**src/rtl/delta_distance_if.sv**
```systemverilog
// delta_distance_if: move-in, distance-lookup and result channels of delta_distance.
// slave is the evaluator side; master is the move generator / distance table / consumer side.
interface delta_distance_if;
   localparam int unsigned OPT_W  = 16;
   localparam int unsigned POS_W  = 7;
   localparam int unsigned DIST_W = 18;
   localparam int unsigned ACC_W  = 21;

   logic              opt_valid;
   logic              opt_ready;
   logic [OPT_W-1:0]  opt;
   logic              dist_req;
   logic [POS_W-1:0]  pos_a;
   logic [POS_W-1:0]  pos_b;
   logic              dist_valid;
   logic [DIST_W-1:0] dist_in;
   logic              delta_valid;
   logic              delta_ready;
   logic [ACC_W-1:0]  delta;
   logic              delta_illegal;

   modport slave (
      input  opt_valid, opt, dist_valid, dist_in, delta_ready,
      output opt_ready, dist_req, pos_a, pos_b, delta_valid, delta, delta_illegal
   );

   modport master (
      output opt_valid, opt, dist_valid, dist_in, delta_ready,
      input  opt_ready, dist_req, pos_a, pos_b, delta_valid, delta, delta_illegal
   );
endinterface

```
**src/rtl/delta_distance.sv**
```systemverilog
// delta_distance: tour-length change of one 2-opt / or-opt move from sequenced edge-distance lookups.
// Define DELTA_CHECK_EN to screen illegal moves (no lookups, delta_illegal=1).
module delta_distance #(
   parameter int unsigned CITY_NUM = 30,
   parameter int unsigned DIST_LAT = 2
) (
   input  logic             clk,
   input  logic             reset,
   delta_distance_if.slave  bus
);
   localparam int unsigned POS_W  = 7;
   localparam int unsigned ACC_W  = 21;
   localparam int unsigned IDX_W  = 3;
   localparam logic [POS_W-1:0] LAST_POS = POS_W'(CITY_NUM - 1);

   typedef enum logic [1:0] {CMD_TWO, CMD_OR0, CMD_OR1, CMD_THR} cmd_e;
   typedef enum logic [1:0] {OP_DNOP, OP_ZERO, OP_PLS, OP_MNS} op_e;
   typedef enum logic [1:0] {S_IDLE, S_ISSUE, S_DRAIN, S_DONE} state_e;

   typedef struct packed {
      cmd_e             cmd;
      logic [POS_W-1:0] k;
      logic [POS_W-1:0] l;
   } opt_t;

   state_e                   r_state, w_state_nxt;
   logic [IDX_W-1:0]         r_idx, w_idx_nxt, w_last_idx;
   opt_t                     r_opt, w_src;
   logic                     w_accept, w_illegal, w_short;
   logic                     w_ret, w_younger_busy, w_last_ret;
   logic                     w_issue_nxt, w_enter_done;
   logic [POS_W-1:0]         w_km1, w_kp1, w_lp1;
   logic [POS_W-1:0]         w_term_a, w_term_b;
   op_e                      w_term_op, w_ret_op;
   op_e                      r_opq [DIST_LAT];
   op_e                      r_req_op;
   logic signed [ACC_W-1:0]  r_acc, w_acc_nxt, w_d;
   logic [ACC_W-1:0]         w_delta_nxt;
   logic                     w_delta_illegal_nxt;

   logic                     r_opt_ready;
   logic                     r_dist_req;
   logic [POS_W-1:0]         r_pos_a, r_pos_b;
   logic                     r_delta_valid;
   logic [ACC_W-1:0]         r_delta;
   logic                     r_delta_illegal;

   assign bus.opt_ready     = r_opt_ready;
   assign bus.dist_req      = r_dist_req;
   assign bus.pos_a         = r_pos_a;
   assign bus.pos_b         = r_pos_b;
   assign bus.delta_valid   = r_delta_valid;
   assign bus.delta         = r_delta;
   assign bus.delta_illegal = r_delta_illegal;

   // In IDLE the terms are steered by the incoming move so the first request leaves on the accept edge.
   assign w_src      = (r_state == S_IDLE) ? opt_t'(bus.opt) : r_opt;
   assign w_accept   = (r_state == S_IDLE) && bus.opt_valid && r_opt_ready;
   assign w_last_idx = (w_src.cmd == CMD_TWO) ? IDX_W'(3) : IDX_W'(5);
   assign w_km1      = (w_src.k == '0) ? LAST_POS : w_src.k - POS_W'(1);
   assign w_kp1      = (w_src.k == LAST_POS) ? '0 : w_src.k + POS_W'(1);
   assign w_lp1      = (w_src.l == LAST_POS) ? '0 : w_src.l + POS_W'(1);

`ifdef DELTA_CHECK_EN
   assign w_illegal = (w_src.cmd != CMD_THR) &&
                      ((w_src.k >= POS_W'(CITY_NUM)) || (w_src.l >= POS_W'(CITY_NUM)) ||
                       ((w_src.cmd != CMD_OR1) && (w_src.k >= w_src.l)) ||
                       ((w_src.cmd == CMD_OR1) &&
                        ({1'b0, w_src.k} <= ({1'b0, w_src.l} + (POS_W+1)'(1)))));
`else
   assign w_illegal = 1'b0;
`endif

   assign w_short    = (w_src.cmd == CMD_THR) || w_illegal;
   assign w_ret_op   = r_opq[DIST_LAT-1];
   assign w_ret      = bus.dist_valid && (w_ret_op != OP_DNOP);
   assign w_last_ret = w_ret && !w_younger_busy;

   // The return in flight is the last one when no younger lookup is still queued.
   always_comb begin
      w_younger_busy = 1'b0;
      for (int i = 0; i < int'(DIST_LAT) - 1; i++) begin
         w_younger_busy = w_younger_busy | (r_opq[i] != OP_DNOP);
      end
   end

   // Lookup term selected by the index of the request about to be issued.
   always_comb begin
      w_term_a  = '0;
      w_term_b  = '0;
      w_term_op = OP_DNOP;
      if (w_src.cmd == CMD_TWO) begin
         case (w_idx_nxt)
            IDX_W'(0): begin w_term_a = w_km1;   w_term_b = w_src.l; w_term_op = OP_ZERO; end
            IDX_W'(1): begin w_term_a = w_src.k; w_term_b = w_lp1;   w_term_op = OP_PLS;  end
            IDX_W'(2): begin w_term_a = w_km1;   w_term_b = w_src.k; w_term_op = OP_MNS;  end
            default:   begin w_term_a = w_src.l; w_term_b = w_lp1;   w_term_op = OP_MNS;  end
         endcase
      end else begin
         case (w_idx_nxt)
            IDX_W'(0): begin w_term_a = w_km1;   w_term_b = w_kp1;   w_term_op = OP_ZERO; end
            IDX_W'(1): begin w_term_a = w_src.l; w_term_b = w_src.k; w_term_op = OP_PLS;  end
            IDX_W'(2): begin w_term_a = w_src.k; w_term_b = w_lp1;   w_term_op = OP_PLS;  end
            IDX_W'(3): begin w_term_a = w_km1;   w_term_b = w_src.k; w_term_op = OP_MNS;  end
            IDX_W'(4): begin w_term_a = w_src.k; w_term_b = w_kp1;   w_term_op = OP_MNS;  end
            default:   begin w_term_a = w_src.l; w_term_b = w_lp1;   w_term_op = OP_MNS;  end
         endcase
      end
   end

   // FSM state register.
   always_ff @(posedge clk or posedge reset) begin
      if (reset) begin
         r_state <= S_IDLE;
         r_idx   <= '0;
         r_opt   <= '0;
      end else begin
         r_state <= w_state_nxt;
         r_idx   <= w_idx_nxt;
         if (w_accept) r_opt <= w_src;
      end
   end

   // FSM next state; r_idx tracks the request currently on the lookup port.
   always_comb begin
      w_state_nxt = r_state;
      w_idx_nxt   = r_idx;
      case (r_state)
         S_IDLE: begin
            if (w_accept) begin
               w_idx_nxt   = '0;
               w_state_nxt = w_short ? S_DONE : S_ISSUE;
            end
         end
         S_ISSUE: begin
            if (r_idx == w_last_idx) w_state_nxt = S_DRAIN;
            else                     w_idx_nxt   = r_idx + IDX_W'(1);
         end
         S_DRAIN: begin
            if (w_last_ret) w_state_nxt = S_DONE;
         end
         S_DONE: begin
            if (bus.delta_ready) w_state_nxt = S_IDLE;
         end
         default: w_state_nxt = S_IDLE;
      endcase
   end

   // FSM outputs and accumulator next values.
   always_comb begin
      w_issue_nxt  = (w_state_nxt == S_ISSUE);
      w_enter_done = (w_state_nxt == S_DONE) && (r_state != S_DONE);
      w_d          = $signed(ACC_W'(bus.dist_in));
      w_acc_nxt    = r_acc;
      if (w_ret) begin
         case (w_ret_op)
            OP_ZERO: w_acc_nxt = w_d;
            OP_PLS:  w_acc_nxt = r_acc + w_d;
            OP_MNS:  w_acc_nxt = r_acc - w_d;
            default: w_acc_nxt = r_acc;
         endcase
      end
      w_delta_nxt         = (r_state == S_IDLE) ? '0 : ACC_W'(w_acc_nxt);
      w_delta_illegal_nxt = (r_state == S_IDLE) && w_illegal;
   end

   // Registered outputs, op queue and accumulator.
   always_ff @(posedge clk or posedge reset) begin
      if (reset) begin
         r_opt_ready     <= 1'b0;
         r_dist_req      <= 1'b0;
         r_pos_a         <= '0;
         r_pos_b         <= '0;
         r_req_op        <= OP_DNOP;
         for (int i = 0; i < int'(DIST_LAT); i++) r_opq[i] <= OP_DNOP;
         r_acc           <= '0;
         r_delta_valid   <= 1'b0;
         r_delta         <= '0;
         r_delta_illegal <= 1'b0;
      end else begin
         r_opt_ready   <= (w_state_nxt == S_IDLE);
         r_dist_req    <= w_issue_nxt;
         r_pos_a       <= w_issue_nxt ? w_term_a : '0;
         r_pos_b       <= w_issue_nxt ? w_term_b : '0;
         r_req_op      <= w_issue_nxt ? w_term_op : OP_DNOP;
         r_opq[0]      <= r_req_op;
         for (int i = 1; i < int'(DIST_LAT); i++) r_opq[i] <= r_opq[i-1];
         r_acc         <= w_acc_nxt;
         r_delta_valid <= (w_state_nxt == S_DONE);
         if (w_enter_done) begin
            r_delta         <= w_delta_nxt;
            r_delta_illegal <= w_delta_illegal_nxt;
         end
      end
   end
endmodule

```
**src/flat_wrapper.sv**
```systemverilog
// flat-port wrapper written by rule: the top's interface ports become plain ports
module delta_distance_flat 
#(
   parameter int unsigned CITY_NUM = 30,
   parameter int unsigned DIST_LAT = 2
)
  (clk, reset, bus_opt_valid, bus_opt, bus_dist_valid, bus_dist_in, bus_delta_ready, bus_opt_ready, bus_dist_req, bus_pos_a, bus_pos_b, bus_delta_valid, bus_delta, bus_delta_illegal);
  delta_distance_if bus_i ();
  input  logic clk;
  input  logic reset;
  input wire logic [$bits(bus_i.opt_valid)-1:0] bus_opt_valid;
  input wire logic [$bits(bus_i.opt)-1:0] bus_opt;
  input wire logic [$bits(bus_i.dist_valid)-1:0] bus_dist_valid;
  input wire logic [$bits(bus_i.dist_in)-1:0] bus_dist_in;
  input wire logic [$bits(bus_i.delta_ready)-1:0] bus_delta_ready;
  output wire logic [$bits(bus_i.opt_ready)-1:0] bus_opt_ready;
  output wire logic [$bits(bus_i.dist_req)-1:0] bus_dist_req;
  output wire logic [$bits(bus_i.pos_a)-1:0] bus_pos_a;
  output wire logic [$bits(bus_i.pos_b)-1:0] bus_pos_b;
  output wire logic [$bits(bus_i.delta_valid)-1:0] bus_delta_valid;
  output wire logic [$bits(bus_i.delta)-1:0] bus_delta;
  output wire logic [$bits(bus_i.delta_illegal)-1:0] bus_delta_illegal;
  assign bus_i.opt_valid = bus_opt_valid;
  assign bus_i.opt = bus_opt;
  assign bus_i.dist_valid = bus_dist_valid;
  assign bus_i.dist_in = bus_dist_in;
  assign bus_i.delta_ready = bus_delta_ready;
  assign bus_opt_ready = bus_i.opt_ready;
  assign bus_dist_req = bus_i.dist_req;
  assign bus_pos_a = bus_i.pos_a;
  assign bus_pos_b = bus_i.pos_b;
  assign bus_delta_valid = bus_i.delta_valid;
  assign bus_delta = bus_i.delta;
  assign bus_delta_illegal = bus_i.delta_illegal;
  delta_distance #(.CITY_NUM(CITY_NUM), .DIST_LAT(DIST_LAT)) u_core (.clk(clk), .reset(reset), .bus(bus_i));
endmodule
```
**config.mk**
```make
export PLATFORM = sky130hd
export DESIGN_NAME = delta_distance_flat
export DESIGN_NICKNAME = d
export VERILOG_FILES = /design/src/rtl/delta_distance_if.sv /design/src/rtl/delta_distance.sv /design/src/flat_wrapper.sv
export SDC_FILE = /design/constraint.sdc
export NUM_CORES = 1
export LEC_CHECK = 0
export ABC_CLOCK_PERIOD_IN_PS = 6050
export BUFFER_PORTS_ARGS = -buffer_cell sky130_fd_sc_hd__buf_2
export CAP_MARGIN = 20
export CORE_UTILIZATION = 64
export CTS_BUF_LIST = sky130_fd_sc_hd__clkbuf_4 sky130_fd_sc_hd__clkbuf_8 sky130_fd_sc_hd__clkbuf_16
export DETAILED_ROUTE_END_ITERATION = 7
export PLACE_DENSITY = 0.87
export SYNTH_ARGS = -nofsm -noshare
export SYNTH_HDL_FRONTEND = slang
export SYNTH_SLANG_ARGS = --single-unit
```
**constraint.sdc**
```tcl
create_clock -name clk -period 6.05 [get_ports clk]
set_input_delay 0.3025 -clock clk [delete_from_list [all_inputs] [get_ports clk]]
set_output_delay 0.3025 -clock clk [all_outputs]
set_load 0.02 [all_outputs]
```
Yosys cells after proc, flatten, opt, wreduce, memory -nomap -nowiden

Cells that the tools add are included.

$add $sub $neg: 6
Eq/ne operators: 17
Muxes and demuxes: 29
Reductions and logical operators: 19

Operators by type and width:

| kind                  | number |
|---|---|
| $pmux W21 S3          | 1 |
| $pmux W7 S2           | 4 |
| $mux W7               | 7 |
| $mux W21              | 2 |
| $add A21 B19 Y21      | 1 |
| $sub A21 B19 Y21      | 1 |
| $mux W16              | 1 |
| $add A7 B1 Y7 const B | 2 |
| $eq A7 B5 Y1 const B  | 2 |
| $mux W2               | 7 |
| $eq A2 B2 Y1 const B  | 6 |
| $reduce_or A2 Y1      | 6 |
| $mux W3               | 3 |
| $pmux W2 S2           | 2 |
| $pmux W2 S4           | 1 |
| $logic_not A7 Y1      | 1 |
| $sub A7 B1 Y7 const B | 1 |
| $eq A2 B1 Y1 const B  | 3 |
| $eq A3 B2 Y1 const B  | 2 |
| $logic_not A2 Y1      | 3 |
| $pmux W3 S2           | 1 |
| $logic_and A1 B1 Y1   | 5 |
| $reduce_bool A2 Y1    | 2 |
| $add A3 B1 Y3 const B | 1 |
| 6 further kinds       | 6 |

Register bits after elaboration: 86
Input port bits: 39

Logic depth before layout (Yosys ltp)

Depth in word-level cells: 12
Gate-level depth with buffers: 16

Worst setup path before layout

No wires, ideal clock.

Path kind: input to register
Start: in bus_dist_in[3]
End: reg u_core.r_acc[20]
Arrival time: 3.565 ns
Path slack: 2.361 ns
Cell stages on the path: 15
Path buffers: 0
Path through: nor3_1 -> nand3_1 -> or2_2 -> o41ai_1 -> o21ai_0 -> xnor2_1 -> ha_1 -> a41oi_1 -> o21ai_0 -> a21o_1 -> nor3_1 -> a211o_1 -> o211ai_1 -> and3_1 -> a211o_1

Longest elaborated chain between the ends: 3
Elaborated cells between the ends (all ways): 4
Classes of those cells: 2 x add/sub; 2 x mux

Ends and longest elaborated chain:

| element                                              | line                                         | text |
|---|---|---|
| start, declared                                      | flat_wrapper.sv:14                           | `input wire logic [$bits(bus_i.dist_in)-1:0] bus_dist_in;` |
| $sub A21 B19 Y21 or $add A21 B19 Y21 (tied branches) | delta_distance.sv:159, delta_distance.sv:158 |  |
| $pmux W21 S3 *                                       | delta_distance.sv:156                        | `case (w_ret_op)` |
| $mux W21 *                                           | delta_distance.sv:155                        | `if (w_ret) begin` |
| named net u_core.w_acc_nxt[20]                       | delta_distance.sv:37                         | `logic signed [ACC_W-1:0] r_acc, w_acc_nxt, w_d;` |
| end signal, assigned                                 | delta_distance.sv:188                        | `r_acc <= w_acc_nxt;` |
| end, declared                                        | delta_distance.sv:37                         |  |

The timed path passes the listed nets; every way through them passes the cells marked *.
A chain may end at the register's enable or synchronous reset.

Worst setup path after layout

Start: reg u_core.r_state[0]
End: reg u_core.r_pos_a[6] (netlist: u_core.bus.pos_a[6])

Longest elaborated chain between the ends: 12
Elaborated cells between the ends (all ways): 36
Classes of those cells: 1 x add/sub; 10 x eq/ne; 16 x mux; 9 x reduce/logical

Ends and longest elaborated chain:

| element                              | line                                                              | text |
|---|---|---|
| start, declared                      | delta_distance.sv:26                                              | `state_e r_state, w_state_nxt;` |
| start signal, assigned               | delta_distance.sv:118                                             | `r_state <= w_state_nxt;` |
| $logic_not A2 Y1                     | delta_distance.sv:57, delta_distance.sv:58, delta_distance.sv:128 |  |
| $mux W16                             | delta_distance.sv:57                                              | `assign w_src = (r_state == S_IDLE) ? opt_t'(bus.opt) : r_opt;` |
| $logic_not A2 Y1                     | delta_distance.sv:59, delta_distance.sv:92                        |  |
| $mux W3                              | delta_distance.sv:59                                              | `assign w_last_idx = (w_src.cmd == CMD_TWO) ? IDX_W'(3) : IDX_W'(5);` |
| $eq A3 B3 Y1                         | delta_distance.sv:136                                             | `if (r_idx == w_last_idx) w_state_nxt = S_DRAIN;` |
| $mux W3                              | delta_distance.sv:136                                             |  |
| $pmux W3 S2                          | delta_distance.sv:128                                             | `case (r_state)` |
| $eq A3 B3 Y1 (tied with other cells) | delta_distance.sv:100                                             | `case (w_idx_nxt)` |
| $reduce_or A2 Y1 (no line)           | --                                                                |  |
| $pmux W7 S2 (on tied branches)       | delta_distance.sv:100, delta_distance.sv:93                       |  |
| $mux W7                              | delta_distance.sv:92                                              | `if (w_src.cmd == CMD_TWO) begin` |
| $mux W7 *                            | delta_distance.sv:183                                             | `r_pos_a <= w_issue_nxt ? w_term_a : '0;` |
| end signal, assigned                 | delta_distance.sv:183                                             |  |
| end, declared                        | delta_distance.sv:43                                              | `logic [POS_W-1:0] r_pos_a, r_pos_b;` |

Mark *: on every way between the ends. The rest lies on a longest branch, timed or not.

==> reports/qor.yml <==
outcome: "complete, no violations"
cp-start-kind: "flop"
grt_max_degree: 59
p_per_area_mw_per_mm2: 595
setup_viol: 0
worst_path_most_repeated_cell: "o31ai_1"
fillers: 700
crit_arrival_ps: 4600
cts_tree: "yes"
rrSetupSlack_ps: 1710
critical_path.max_fanout: 18
yosys.area.top_type: "dfrtp_1"
slew_viol_final: 0
routed_wirelength_microns: 17100
timing.rr.start: "u_core.r_state[0]"
place.gp.congestion: 0.994
globalRoute.totalOverflow: 0
drtPass1Iterations: 5
dieArea_sq_mm: 0.00991
holdWs_ps: 165
grt_antenna_before_repair: 0
area_growth_pct: 11.1
die_y_microns: 99.6
netlist_instances: 712
postCtsSetupBuffers: 0
p_int_mw: 1.97
endpoint: "u_core.bus.pos_a[6]"
clock_path_buffers: 2
clk_pin_slew_ps: 100
synthArstFlopShare_pct: 100
synth_cell_types: 70
nets: 840
placedCellCount: 890
grt-busiest-layer: "met2"
grt_pass1_wl_microns: 28000
num_rows: 35
critPathKind: "reg2reg"
met2_usage_pct: 61.4
swShare_pct: 51.2
crit_family: "compound AO/OA/AOI/OAI gates"
finalHoldViolCount: 0
cts_buffers: 9
max_stage_delay_ps: 840
avgViaCountPerCell: 6.58
syn_avg_cell_area_sq_um: 8.56
grt_pass1_vias: 5786
antenna_cells: 0
gr-usage-met1_pct: 44.1
min_period_ps: 4340
path_cells: "or4_4, o21a_1, o31ai_1, a211o_1, inv_1, nor2_1, a21boi_0, o22a_1, o31ai_1"
crit_start: "u_core.r_state[0]"
io_buffer_count: 76
rr_worst_depth: 9
drc: 0
yosysSeqAreaShare_pct: 35.3
skew_ps: 10.9
seqPwrFrac_pct: 24.0
p_switching_mw: 2.06
clk_latency_ps: 360
synthesis.nets: 779
power_leakage_nw: 3.20
worst_pin_slew_ps: 1010
instances_no_fill: 907
end_kind: "flop"
routedWlPerCell_microns: 18.8
hold_class: "in2reg"
htreeDepth: 3
path_buf_inv: 1
cp.depth: 9
initial_core_util_pct: 65.9
ys_warn_count: 0
p_comb_share_pct: 64.5
ys_ff_latch: 86
grt_usage_pct: 35.7
synthFlopType: "dfrtp_1"
numClockSinks: 86
die_width_microns: 99.6
rsz0062_at_grt: "no"
ir_drop_mv: 0.362
yosys-top-cells-area: "dfrtp_1 (35%), ha_1 (5.5%), nand2_1 (5.2%)"
drive_gt1_share_pct: 15.7
root_buffer: "clkbuf_8"
relSlewSlack_pct: 32.5
pin_count: 78
drt_iter0_drc: 345
num_vias: 5972
worstPathRequired_ps: 6320
setup_tns_ps: 0
fmax_ghz: 0.231
period_share_pct: 71.7
timing.rr.end: "u_core.bus.pos_a[6]"
synth-edff-count: 0
core_area_sq_mm: 0.00924
synth_top_cell_area_share_pct: 35.3
syn-cell-area_sq_mm: 0.00609
dpl.hpwl_microns: 12200
cap_violations: 0
grtUsageMet3_pct: 5.97
clkPwrFrac_pct: 11.5
slowest_stage: "nor2_1"
drtAntennaViolNets: 0
## metrics by stage
stage	util [%]	setup slack, ps	area (sq um)	power [mW]
after CTS	73.2	1860	6770	3.96
after global routing	73.2	1390	6770	4.31
after floorplan	-	2360	6090	2.86
after detailed placement	70.7	1660	6540	3.48
after global placement	70.7	1840	6540	3.41
final	73.2	1710	6770	4.03
## what timing repair did
action | in CTS | in global routing
hold endpoints to repair | 28 | 0
resized for setup | 0 | 0
hold buffers | 1 | 0
## how the worst min path moves through the flow
stage                  startpoint                    to  cells past startpoint
6_report              bus_opt[15]      u_core.r_opt[15]                      3
5_1_grt               bus_opt[15]      u_core.r_opt[15]                      3
4_1_cts               bus_opt[15]      u_core.r_opt[15]                      3
3_5_place_dp                reset  u_core.bus.delta[16]                      2
3_3_place_gp                reset      u_core.r_acc[16]                      2
2_1_floorplan  u_core.r_req_op[0]       u_core.r_opq[2]                      0
## routing by layer
metal | part of all wire, % | vias up
li1 | - | 2768
met1 | 40 | 2791
met2 | 48 | 354
met3 | 8.7 | 59
met4 | 3.5 | 0
met5 | 0 | -
## synthesized netlist by cell type, types with 5 or more instances
| cell type | number |
|---|---|
| o21ai_0 | 62 |
| clkbuf_1 | 24 |
| nand3_1 | 23 |
| and3_1 | 10 |
| mux2_2 | 6 |
| nor4_1 | 6 |
| a21oi_1 | 50 |
| dfrtp_1 | 86 |
| mux2i_1 | 21 |
| a22o_1 | 8 |
| a211oi_1 | 7 |
| a221oi_1 | 5 |
| or3_1 | 5 |
| o22ai_1 | 10 |
| xnor2_1 | 24 |
| nor3_1 | 17 |
| a22oi_1 | 5 |
| nand2_1 | 84 |
| xor2_1 | 13 |
| nand2b_1 | 9 |
| nor2b_1 | 7 |
| o21ai_1 | 5 |
| o211ai_1 | 9 |
| o221ai_1 | 6 |
| nor2_1 | 42 |
| a21o_1 | 10 |
| o31ai_1 | 6 |
| buf_2 | 6 |
| inv_1 | 23 |
| a31oi_1 | 11 |
| o21a_1 | 10 |
| ha_1 | 27 |
## sequential cells by signal (all words and copies together), names as in the netlist
signal and cells:
u_core.bus.delta 21, u_core.r_opt 16, u_core.r_idx 3, u_core.r_req_op 2, u_core.bus.opt_ready 1, u_core.bus.delta_valid 1, u_core.bus.pos_a 7, u_core.bus.pos_b 7
u_core.r_acc 21, u_core.r_state 2, u_core.bus.dist_req 1, u_core.w_ret_op 2, u_core.r_opq 2
## cell type report
| type | count | area, sq um | share of cell area [%] |
|---|---|---|---|
| clock inverters | 7 | 96.3 | 1.42 |
| inverters | 25 | 95.1 | 1.41 |
| clock buffers | 9 | 124 | 1.83 |
| well taps | 129 | 161 | 2.39 |
| flip-flops and latches | 86 | 2150 | 31.8 |
| repair buffers | 85 | 450 | 6.66 |
| multi-input cells | 566 | 3690 | 54.5 |
## worst register-to-register path: stages, from the launching register on
cell and delay [ps]:
dfrtp_1 500, or4_4 590, o21a_1 360, o31ai_1 360, a211o_1 550, inv_1 370
nor2_1 850, a21boi_0 240, o22a_1 240, o31ai_1 190
## power groups by stage
| stage | clock [mW] | sequential (mW) | combinational, mW |
|---|---|---|---|
| 3_3_place_gp | 0 | 0.961 | 2.45 |
| 3_5_place_dp | 0 | 0.974 | 2.50 |
| 5_1_grt | 0.490 | 0.991 | 2.82 |
| 6_report | 0.465 | 0.967 | 2.60 |
| 4_1_cts | 0.471 | 0.963 | 2.52 |
| 2_1_floorplan | 0 | 1.02 | 1.84 |
## cells by family (layout without fill, tap and decap cells)
| kind of cell | Yosys count | in the layout | synth area share [%] |
|---|---|---|---|
| compound gates | 252 | 252 | 27.6 |
| simple gates | 221 | 221 | 17.0 |
| flops | 86 | 86 | 35.3 |
| buf+inv | 60 | 126 | 4.19 |
| xor+xnor | 37 | 37 | 5.32 |
| fa+ha+maj | 28 | 28 | 5.87 |
| mux | 27 | 27 | 4.56 |
| other cells | 1 | 1 | 0.0616 |
## placed cells by master, fill, tap and decap left out, types with 10 or more instances in the layout
cell type and n:
a21o_1 10, a21oi_1 50, a31oi_1 11, and3_1 10, buf_2 76, dfrtp_1 86, ha_1 27, inv_1 22
mux2i_1 21, nand2_1 84, nand3_1 23, nor2_1 41, nor3_1 17, o21a_1 10, o21ai_0 62, o22ai_1 10
xnor2_1 24, xor2_1 13
(Power assumes the default switching activity.)
